===== src/rtl/mac_learn_table_if.sv =====
// Request/response bus of the MAC learning table.
// The master issues lookups and consumes forwarding results; the slave is the table.
interface mac_learn_table_if #(
    parameter int NUM_PORTS = 4
);
    localparam int PW = $clog2(NUM_PORTS);

    logic                 req_valid_i;
    logic                 req_ready_o;
    logic [47:0]          req_src_mac_i;
    logic [47:0]          req_dst_mac_i;
    logic [PW-1:0]        req_port_i;
    logic                 resp_valid_o;
    logic                 resp_ready_i;
    logic [NUM_PORTS-1:0] resp_port_mask_o;
    logic                 resp_flood_o;

    modport master (
        output req_valid_i, req_src_mac_i, req_dst_mac_i, req_port_i, resp_ready_i,
        input  req_ready_o, resp_valid_o, resp_port_mask_o, resp_flood_o
    );

    modport slave (
        input  req_valid_i, req_src_mac_i, req_dst_mac_i, req_port_i, resp_ready_i,
        output req_ready_o, resp_valid_o, resp_port_mask_o, resp_flood_o
    );
endinterface


===== src/rtl/mac_learn_table.sv =====
// Source-MAC learning / destination-MAC forwarding table.
// Fully associative, searched one entry per cycle; round-robin replacement
// when full; periodic aging removes stations not seen since the previous sweep.
module mac_learn_table #(
    parameter int NUM_PORTS   = 4,
    parameter int NUM_ENTRIES = 16,
    parameter int AGE_PERIOD  = 1_000_000
) (
    input  logic                         switch_clk,
    input  logic                         switch_rst_n,
    mac_learn_table_if.slave             bus,
    input  logic                         flush_i,
    output logic [$clog2(NUM_ENTRIES):0] entry_count_o
);
    localparam int PW = $clog2(NUM_PORTS);
    localparam int EW = $clog2(NUM_ENTRIES);
    localparam int AW = $clog2(AGE_PERIOD);

    typedef enum logic [1:0] {S_IDLE, S_SEARCH, S_UPDATE, S_RESP} state_t;

    state_t                 r_state;
    logic [EW-1:0]          r_idx;
    logic [EW-1:0]          r_victim;
    logic [47:0]            r_src_mac;
    logic [47:0]            r_dst_mac;
    logic [PW-1:0]          r_in_port;
    logic                   r_src_hit;
    logic                   r_dst_hit;
    logic                   r_free_found;
    logic [EW-1:0]          r_src_idx;
    logic [EW-1:0]          r_dst_idx;
    logic [EW-1:0]          r_free_idx;
    logic [NUM_ENTRIES-1:0] r_valid;
    logic [NUM_ENTRIES-1:0] r_hit;
    logic [47:0]            r_mac_tab  [NUM_ENTRIES];
    logic [PW-1:0]          r_port_tab [NUM_ENTRIES];
    logic                   r_req_ready;
    logic                   r_resp_valid;
    logic                   r_resp_flood;
    logic [NUM_PORTS-1:0]   r_resp_mask;
    logic                   r_sweep_pending;
    logic [AW-1:0]          r_age_cnt;
    logic [EW:0]            r_count;

    logic                   w_age_wrap;
    logic                   w_accept;
    logic                   w_sweep_go;
    logic                   w_resp_done;
    logic                   w_pend_next;
    logic                   w_idle_next;
    logic                   w_cur_valid;
    logic                   w_cur_src_match;
    logic                   w_cur_dst_match;
    logic                   w_learn;
    logic [EW-1:0]          w_wr_idx;
    logic [PW-1:0]          w_dst_port;
    logic [NUM_PORTS-1:0]   w_ingress_oh;
    logic [NUM_PORTS-1:0]   w_dst_oh;

    function automatic logic [EW:0] count_ones(input logic [NUM_ENTRIES-1:0] v);
        logic [EW:0] c;
        c = '0;
        for (int i = 0; i < NUM_ENTRIES; i++) begin
            c = c + {{EW{1'b0}}, v[i]};
        end
        return c;
    endfunction

    assign w_age_wrap  = (r_age_cnt == AW'(AGE_PERIOD - 1));
    // r_req_ready is only ever high in IDLE with no sweep pending
    assign w_accept    = bus.req_valid_i && r_req_ready && !flush_i;
    assign w_sweep_go  = (r_state == S_IDLE) && r_sweep_pending && !flush_i;
    assign w_resp_done = (r_state == S_RESP) && bus.resp_ready_i;
    assign w_pend_next = w_age_wrap || (r_sweep_pending && !w_sweep_go);
    assign w_idle_next = flush_i || ((r_state == S_IDLE) && !w_accept) || w_resp_done;

    assign w_cur_valid     = r_valid[r_idx];
    assign w_cur_src_match = w_cur_valid && (r_mac_tab[r_idx] == r_src_mac);
    assign w_cur_dst_match = w_cur_valid && (r_mac_tab[r_idx] == r_dst_mac);

    // Learning target: existing station first, then a free slot, then the RR victim
    assign w_learn  = (r_state == S_UPDATE) && !flush_i && !r_src_mac[40];
    assign w_wr_idx = r_src_hit ? r_src_idx : (r_free_found ? r_free_idx : r_victim);

    assign w_dst_port   = r_port_tab[r_dst_idx];
    assign w_ingress_oh = NUM_PORTS'(1) << r_in_port;
    assign w_dst_oh     = NUM_PORTS'(1) << w_dst_port;

    // Free-running aging timebase; unaffected by flush
    always_ff @(posedge switch_clk or negedge switch_rst_n) begin
        if (!switch_rst_n) begin
            r_age_cnt <= '0;
        end else begin
            r_age_cnt <= w_age_wrap ? '0 : r_age_cnt + 1'b1;
        end
    end

    // Entry payload storage written during UPDATE
    // NOTE: MAC/port storage has no reset; the valid bits alone decide whether an entry is meaningful.
    always_ff @(posedge switch_clk) begin
        if (w_learn) begin
            r_mac_tab[w_wr_idx]  <= r_src_mac;
            r_port_tab[w_wr_idx] <= r_in_port;
        end
    end

    // Request FSM, valid/hit bookkeeping, aging sweep, flush and registered outputs
    // NOTE: every state element here uses non-blocking assignment so all reads see pre-edge values.
    always_ff @(posedge switch_clk or negedge switch_rst_n) begin
        if (!switch_rst_n) begin
            r_state         <= S_IDLE;
            r_idx           <= '0;
            r_victim        <= '0;
            r_src_mac       <= '0;
            r_dst_mac       <= '0;
            r_in_port       <= '0;
            r_src_hit       <= 1'b0;
            r_dst_hit       <= 1'b0;
            r_free_found    <= 1'b0;
            r_src_idx       <= '0;
            r_dst_idx       <= '0;
            r_free_idx      <= '0;
            r_valid         <= '0;
            r_hit           <= '0;
            r_req_ready     <= 1'b0;
            r_resp_valid    <= 1'b0;
            r_resp_flood    <= 1'b0;
            r_resp_mask     <= '0;
            r_sweep_pending <= 1'b0;
            r_count         <= '0;
        end else begin
            r_req_ready     <= w_idle_next && !w_pend_next;
            r_sweep_pending <= w_pend_next;
            r_count         <= count_ones(r_valid);
            if (flush_i) begin
                r_valid      <= '0;
                r_hit        <= '0;
                r_state      <= S_IDLE;
                r_resp_valid <= 1'b0;
            end else begin
                case (r_state)
                    S_IDLE: begin
                        if (r_sweep_pending) begin
                            r_valid <= r_valid & r_hit;
                            r_hit   <= '0;
                        end else if (w_accept) begin
                            r_src_mac    <= bus.req_src_mac_i;
                            r_dst_mac    <= bus.req_dst_mac_i;
                            r_in_port    <= bus.req_port_i;
                            r_idx        <= '0;
                            r_src_hit    <= 1'b0;
                            r_dst_hit    <= 1'b0;
                            r_free_found <= 1'b0;
                            r_state      <= S_SEARCH;
                        end
                    end
                    S_SEARCH: begin
                        if (!r_src_hit && w_cur_src_match) begin
                            r_src_hit <= 1'b1;
                            r_src_idx <= r_idx;
                        end
                        if (!r_dst_hit && w_cur_dst_match) begin
                            r_dst_hit <= 1'b1;
                            r_dst_idx <= r_idx;
                        end
                        if (!r_free_found && !w_cur_valid) begin
                            r_free_found <= 1'b1;
                            r_free_idx   <= r_idx;
                        end
                        r_idx <= r_idx + 1'b1;
                        if (r_idx == EW'(NUM_ENTRIES - 1)) begin
                            r_state <= S_UPDATE;
                        end
                    end
                    S_UPDATE: begin
                        if (w_learn) begin
                            r_valid[w_wr_idx] <= 1'b1;
                            r_hit[w_wr_idx]   <= 1'b1;
                            if (!r_src_hit && !r_free_found) begin
                                r_victim <= (r_victim == EW'(NUM_ENTRIES - 1)) ? '0 : r_victim + 1'b1;
                            end
                        end
                        if (r_dst_mac[40]) begin
                            r_resp_mask  <= ~w_ingress_oh;
                            r_resp_flood <= 1'b1;
                        end else if (r_dst_hit) begin
                            r_hit[r_dst_idx] <= 1'b1;
                            r_resp_mask      <= (w_dst_port == r_in_port) ? '0 : w_dst_oh;
                            r_resp_flood     <= 1'b0;
                        end else begin
                            r_resp_mask  <= ~w_ingress_oh;
                            r_resp_flood <= 1'b1;
                        end
                        r_resp_valid <= 1'b1;
                        r_state      <= S_RESP;
                    end
                    S_RESP: begin
                        if (bus.resp_ready_i) begin
                            r_resp_valid <= 1'b0;
                            r_state      <= S_IDLE;
                        end
                    end
                    default: r_state <= S_IDLE;
                endcase
            end
        end
    end

    assign bus.req_ready_o      = r_req_ready;
    assign bus.resp_valid_o     = r_resp_valid;
    assign bus.resp_port_mask_o = r_resp_mask;
    assign bus.resp_flood_o     = r_resp_flood;
    assign entry_count_o        = r_count;

endmodule

===== src/flat_wrapper.sv =====
// flat-port wrapper written by rule: the top's interface ports become plain ports
module mac_learn_table_flat 
#(
    parameter int NUM_PORTS   = 4,
    parameter int NUM_ENTRIES = 16,
    parameter int AGE_PERIOD  = 1_000_000
)
  (switch_clk, switch_rst_n, flush_i, entry_count_o, bus_req_valid_i, bus_req_src_mac_i, bus_req_dst_mac_i, bus_req_port_i, bus_resp_ready_i, bus_req_ready_o, bus_resp_valid_o, bus_resp_port_mask_o, bus_resp_flood_o);
  mac_learn_table_if #(.NUM_PORTS(NUM_PORTS)) bus_i ();
  input  logic switch_clk;
  input  logic switch_rst_n;
  input  logic flush_i;
  output logic [$clog2(NUM_ENTRIES):0] entry_count_o;
  input wire logic [$bits(bus_i.req_valid_i)-1:0] bus_req_valid_i;
  input wire logic [$bits(bus_i.req_src_mac_i)-1:0] bus_req_src_mac_i;
  input wire logic [$bits(bus_i.req_dst_mac_i)-1:0] bus_req_dst_mac_i;
  input wire logic [$bits(bus_i.req_port_i)-1:0] bus_req_port_i;
  input wire logic [$bits(bus_i.resp_ready_i)-1:0] bus_resp_ready_i;
  output wire logic [$bits(bus_i.req_ready_o)-1:0] bus_req_ready_o;
  output wire logic [$bits(bus_i.resp_valid_o)-1:0] bus_resp_valid_o;
  output wire logic [$bits(bus_i.resp_port_mask_o)-1:0] bus_resp_port_mask_o;
  output wire logic [$bits(bus_i.resp_flood_o)-1:0] bus_resp_flood_o;
  assign bus_i.req_valid_i = bus_req_valid_i;
  assign bus_i.req_src_mac_i = bus_req_src_mac_i;
  assign bus_i.req_dst_mac_i = bus_req_dst_mac_i;
  assign bus_i.req_port_i = bus_req_port_i;
  assign bus_i.resp_ready_i = bus_resp_ready_i;
  assign bus_req_ready_o = bus_i.req_ready_o;
  assign bus_resp_valid_o = bus_i.resp_valid_o;
  assign bus_resp_port_mask_o = bus_i.resp_port_mask_o;
  assign bus_resp_flood_o = bus_i.resp_flood_o;
  mac_learn_table #(.NUM_PORTS(NUM_PORTS), .NUM_ENTRIES(NUM_ENTRIES), .AGE_PERIOD(AGE_PERIOD)) u_core (.switch_clk(switch_clk), .switch_rst_n(switch_rst_n), .bus(bus_i), .flush_i(flush_i), .entry_count_o(entry_count_o));
endmodule

===== config.mk =====
export PLATFORM = sky130hd
export DESIGN_NAME = mac_learn_table_flat
export DESIGN_NICKNAME = d
export VERILOG_FILES = /design/src/rtl/mac_learn_table_if.sv /design/src/rtl/mac_learn_table.sv /design/src/flat_wrapper.sv
export SDC_FILE = /design/constraint.sdc
export NUM_CORES = 1
export LEC_CHECK = 0
export CAP_MARGIN = 0
export CORE_MARGIN = 2
export CORE_UTILIZATION = 58
export CTS_BUF_LIST = sky130_fd_sc_hd__clkbuf_4 sky130_fd_sc_hd__clkbuf_8
export DETAILED_ROUTE_END_ITERATION = 8
export PLACE_DENSITY = 0.79
export SKIP_LAST_GASP = 1
export SLEW_MARGIN = 10
export SYNTH_ARGS = -nofsm -noshare
export SYNTH_HDL_FRONTEND = slang
export SYNTH_SLANG_ARGS = --single-unit

===== constraint.sdc =====
create_clock -name switch_clk -period 4.1 [get_ports switch_clk]
set_clock_uncertainty 0.15 [all_clocks]
set_input_delay 1.23 -clock switch_clk [delete_from_list [all_inputs] [get_ports switch_clk]]
set_output_delay 1.23 -clock switch_clk [all_outputs]
set_load 0.01 [all_outputs]

# Yosys cells after proc, flatten, opt, wreduce, memory -nomap -nowiden
# Memory sizes are Yosys's and may differ from the RTL's.
# Cells that the tools add are included.
# op_classes
add_sub_neg,18
mul,0
div_mod_pow,0
magnitude_cmp,5
n_eq_ne,20
shifts,2
muxes,49
bitwise_logic,7
reduce_logical,48
# op_table
operator,count
2-to-1 mux 16 bit,10
equality test 48 bit,2
adder 5 x 1 -> 5 bit,14
case mux 16 bit (2 select lines),2
bitwise OR 16 bit,3
2-to-1 mux 4 bit,8
"adder 20 x 1 -> 20 bit, second input constant",1
"equality test 20 bit, second input constant",1
2-to-1 mux 20 bit,1
logical AND 1 bit,18
bitwise AND 16 bit,1
AND reduction 4 bit,4
"< comparator 4 x 5 -> 1 bit, second input constant",3
AND reduction 5 bit,3
2-to-1 mux 1 bit,14
"!= test 3 x 2 -> 1 bit, second input constant",4
AND reduction 3 bit,4
2-to-1 mux 2 bit,5
logical NOT 1 bit,9
"adder 4 x 1 -> 4 bit, second input constant",2
demux 1 bit (select 4 bit),2
"equality test 4 bit, second input constant",2
"greater-or-equal comparator 4 x 1 -> 1 bit, second input constant",2
"!= test 2 x 1 -> 1 bit, second input constant",4
18 further kinds,30
# totals
regBits,188
latchBits,0
ram_bits,800
mem_bits_ro,0
out_inout_bits,12
memories,2
# mem_list
name,depth,width,read_ports,rd_clocked_by_memory_dff,write_ports,line,source
u_core.r_mac_tab,16,48,1,0,1,mac_learn_table.sv:35,logic [47:0] r_mac_tab [NUM_ENTRIES];
u_core.r_port_tab,16,2,1,0,1,mac_learn_table.sv:36,logic [PW-1:0] r_port_tab [NUM_ENTRIES];

# Longest topological paths before layout
# depth
ltp_word,15
mapped_depth,14
mapped_depth_nobuf,13

# Worst setup path before layout
# No wires, ideal clock.
# synth_path
path_type,input-to-reg
from,input flush_i
to,"memory u_core.r_mac_tab[1][0], enable pin"
arrival_ps,3868
setup_slack_ps,-376
path_stages,5
cell_sequence,inv_2 -> nand2_1 -> nor2_1 -> nand2_1 -> nor2_1
# synth_via
elab_chain_cells,5
# synth_lines
item,line,source
from (decl),flat_wrapper.sv:12,input logic flush_i;
logical NOT 1 bit,mac_learn_table.sv:82,assign w_learn = (r_state == S_UPDATE) && !flush_i && !r_src_mac[40];
logical AND 1 bit (2 in a row),mac_learn_table.sv:82,
2-to-1 mux 1 bit,mac_learn_table.sv:101,if (w_learn) begin
2-to-1 mux 1 bit (implied by the code),mac_learn_table.sv:102,r_mac_tab[w_wr_idx] <= r_src_mac;
to (decl),mac_learn_table.sv:35,
# Every way passes these cells.

# Worst setup path in the final report
# layout_path
from,register u_core.r_idx[1]
to,register u_core.r_src_idx[1]
# layout_via
elab_chain_cells,5
# layout_lines
item,line,source
from (decl),mac_learn_table.sv:22,logic [EW-1:0] r_idx;
from (signal assigned),mac_learn_table.sv:170,r_idx <= r_idx + 1'b1;
memory read (16 x 48 bit) / binary-select mux 1 bit (select 4 bit) (equally long branches),n/a,
equality test 48 bit / 2-to-1 mux 1 bit (equally long branches),"mac_learn_table.sv:78, mac_learn_table.sv:77",
logical AND 1 bit,mac_learn_table.sv:78,assign w_cur_src_match = w_cur_valid && (r_mac_tab[r_idx] == r_src_mac);
logical AND 1 bit,mac_learn_table.sv:158,if (!r_src_hit && w_cur_src_match) begin
AND reduction 3 bit (no source line),n/a,
to (signal assigned),mac_learn_table.sv:160,r_src_idx <= r_idx;
to (decl),mac_learn_table.sv:30,logic [EW-1:0] r_src_idx;
# Several ways; a longest one is shown, not always the timed one. The select of a mux whose other input is x is not followed.
# A chain may end at the register's enable or synchronous reset.

==> metrics.md <==
| Metric | Value |
|---|---|
| Die width | `272 um` |
| Final setup viols | `0` |
| Post-Syn Area | `41,660 um^2` |
| Ys async rst share | `19.03%` |
| Mapped Nets | `2,604` |
| Synth-to-Final Area Change | `17.67%` |
| Buffers and inverters on the worst path | `3` |
| Peak VDD IR | `488.3 uV` |
| HPWL Detailed | `73,260 um` |
| Reg2Reg Setup Slack | `20 ps` |
| Pin count of the biggest net entering global routing | `74` |
| Core area | `71,240 um^2` |
| Clock latency at the later pin of the worst-skew pair | `810 ps` |
| Starting Density | `58.48%` |
| Status | `complete, no violations` |
| Top FF cell, synth | `edfxtp_1` |
| Lkg Pwr | `16.99 nW` |
| Final hold vios | `0` |
| Layout cells sized above 1 | `26.98%` |
| DP Worst Slack | `-793.2 ps` |
| CP endpoint kind | `flip-flop` |
| Critical path depth | `12` |
| CP Class | `flip-flop to flip-flop` |
| Io pins | `115` |
| DRT iter0 DRCs | `3,287` |
| Final Non-Filler Cells | `3,924` |
| Clock sinks | `988` |
| Number of global-route vias before repair | `25,730` |
| Sequential-to-total area share from yosys stat | `68.96%` |
| Critical path launch point type | `flip-flop` |
| Crit-path slowest cell | `dfrtp_4` |
| Final worst slack | `17.87 ps` |
| Dpl cell area | `45,450 um^2` |
| Yosys top cell area share | `57.67%` |
| HP Class | `primary input to async pin` |
| Worst r2r src | `u_core.r_idx[1]` |
| Setup TNS | `0 ps` |
| Cells after Synth | `2,478` |
| Area leader, netlist | `edfxtp_1` |
| Power per cell area | `667.1 nW/um^2` |
| First-pass GRT wire length | `169,600 um` |
| Antenna Violating Nets Remaining | `0` |
| Rel. slew slack | `41.21%` |
| Period utilization | `99.56%` |
| Die area | `73,980 um^2` |
| WL/cell | `29.63 um` |
| Root Buffer | `clkbuf_8` |
| Placed Cells | `3,621` |
| Via count | `25,310` |
| Top cells by area in the synthesized netlist | `edfxtp_1, dfrtp_1, mux4_2, mux2i_1, mux2_2` |
| FF+latch count, synth | `988` |
| Overflow after GRT | `0` |
| Worst Tran Pin Value | `873.8 ps` |
| R2R depth | `12` |
| Initial antenna violation count | `2` |
| Mean cell area of the mapped netlist | `16.81 um^2` |
| EDFF count, synth | `800` |
| Crit-path leading delay family | `multiplexers` |
| Via-to-Cell Ratio | `6.451` |
| Min cycle time layout | `4082 ps` |
| Yosys warns | `0` |
| F_max | `0.2450 GHz` |
| Max-Cap Viols | `0` |
| DR DRC count | `0` |
| Number of hold buffers added after cts | `0` |
| Die Y | `272 um` |
| Worst-path fanout max | `23` |
| Reg2Reg Capture Point | `u_core.r_src_idx[1]` |
| Overall global routing resource usage | `31.79%` |
| Layout Cell Area excl Fill | `49,020 um^2` |
| CTS tree | `done` |
| Unrepaired setup endpoints after global routing | `false` |
| TritonCTS Buffers | `158` |
| FP Rows | `98` |
| Critical Path AT | `4600 ps` |
| Total iterations of the first detailed-routing run | `5` |
| Nets | `2,965` |
| Port Buffer Count | `114` |
| Final max-slew violation count | `0` |
| Reg clk slew, reported paths | `70 ps` |
| Worst stage delay on the critical path | `530 ps` |
| Maximum buffer depth of the clock tree | `3` |
| H-tree depth reported by CTS | `4` |
| DRT Wirelength | `116,300 um` |
| CP Data Required Time | `4620 ps` |
| Count of cell types in the netlist | `83` |
| Placer congestion estimate | `0.9515` |
| CP cell instances | `buf_12, buf_4, mux2i_1, mux4_2, a32o_2, a311oi_4, o21ai_2, nor4_4, nand4_1, nor4_4, buf_4, mux2_2` |
sequential cells by signal, indices dropped and copies added, names as in the netlist, 5 cells and up:
register	flops
u_core.r_age_cnt	20
u_core.r_mac_tab	768
u_core.r_src_mac	48
u_core.r_port_tab	32
u_core.entry_count_o	5
u_core.r_hit	16
u_core.r_dst_mac	48
u_core.r_valid	16
synthesized netlist by cell type (all sizes together), types with 14 or more instances:
cell type and number:
a21oi 66, a221oi 14, a22oi 50, buf 70
clkbuf 42, dfrtp 188, edfxtp 800, inv 55
mux2 129, mux2i 142, mux4 154, nand2 145
nand2b 15, nand3 27, nand4 17, nor2 101
nor2b 19, nor3 15, nor4 14, o21ai 76
o22ai 37, xnor2 49, xor2 73
repair_timing:
| action | 4_1_cts | 5_1_grt |
|---|---|---|
| resized for setup | 15 | 19 |
| buffers inserted | 5 | 1 |
| setup endpoints to repair | 10 | 10 |
| gates cloned | 0 | 2 |
| pin swaps | 1 | 4 |
cells by family (layout without fill, tap and decap cells):
logic type / after synthesis / count (layout) / share of synthesized area, %
compound gates: 358 / 358 / 5.785
xor+xnor: 122 / 122 / 2.565
fa+ha+maj: 23 / 23 / 0.8710
buf+inv: 168 / 663 / 2.129
flops: 988 / 988 / 68.96
mux: 425 / 425 / 15.28
other cells: 0 / 1 / 0
simple gates: 394 / 394 / 4.412
layout make-up:
class / instances / area, um^2
flip-flops and latches: 988 / 28740
fillers: 4496 / 22220
multi-input cells: 1322 / 12320
repair buffers: 313 / 3273
clock buffers: 242 / 2943
well taps: 950 / 1189
clock inverters: 52 / 342.8
inverters: 56 / 212.7
diodes: 1 / 2.502
layout by cell type (no fill, tap or decap), drive strengths merged, types with 27 or more instances in the layout:
cell type,Yosys,final
xor2,73,73
clkinv,1,41
a22oi,50,50
a21oi,66,66
nand2,145,145
buf,70,198
mux2i,142,142
inv,55,61
nor2,101,101
o22ai,37,37
clkbuf,42,244
nand3,27,27
clkdlybuf4s50,0,113
edfxtp,800,800
xnor2,49,49
o21ai,76,76
dfrtp,188,188
mux4,154,154
mux2,129,129
power by group:
group          internal [W]  switching, W
sequential           0.0127       0.00167
clock               0.00473       0.00385
combinational       0.00415       0.00560
metrics by stage:
| step | utilization (%) | hold slack (ps) | power (W) |
|---|---|---|---|
| after floorplan | - | 295.8 | 0.01937 |
| after global placement | 63.80 | 314.9 | 0.02345 |
| after detailed placement | 63.80 | 326.6 | 0.02374 |
| after CTS | 68.57 | 245.8 | 0.03242 |
| after global routing | 68.81 | 291.1 | 0.03378 |
| final | 68.81 | 269.4 | 0.03270 |
layer usage:
| metal | track usage [%] | vias to the layer above | part of all wire [%] |
|---|---|---|---|
| met4 | 14.27 | 2 | 4.4 |
| met1 | 44.74 | 12900 | 39 |
| met5 | 0 | - | 0.011 |
| met3 | 6.021 | 290 | 10 |
| met2 | 49.05 | 1586 | 47 |
| li1 | - | 10530 | - |
worst max-delay path by stage:
| stage | startpoint | end |
|---|---|---|
| final | u_core.r_idx[1] | u_core.r_src_idx[1] |
| after global routing | u_core.r_idx[1] | u_core.r_src_idx[1] |
| after CTS | u_core.r_idx[1] | u_core.r_src_idx[0] |
| after detailed placement | u_core.r_idx[1] | u_core.r_src_idx[0] |
| after floorplan | flush_i | u_core.r_mac_tab[1][0] |
| after global placement | u_core.r_idx[1] | u_core.r_src_idx[2] |
(Power assumes the default switching activity.)
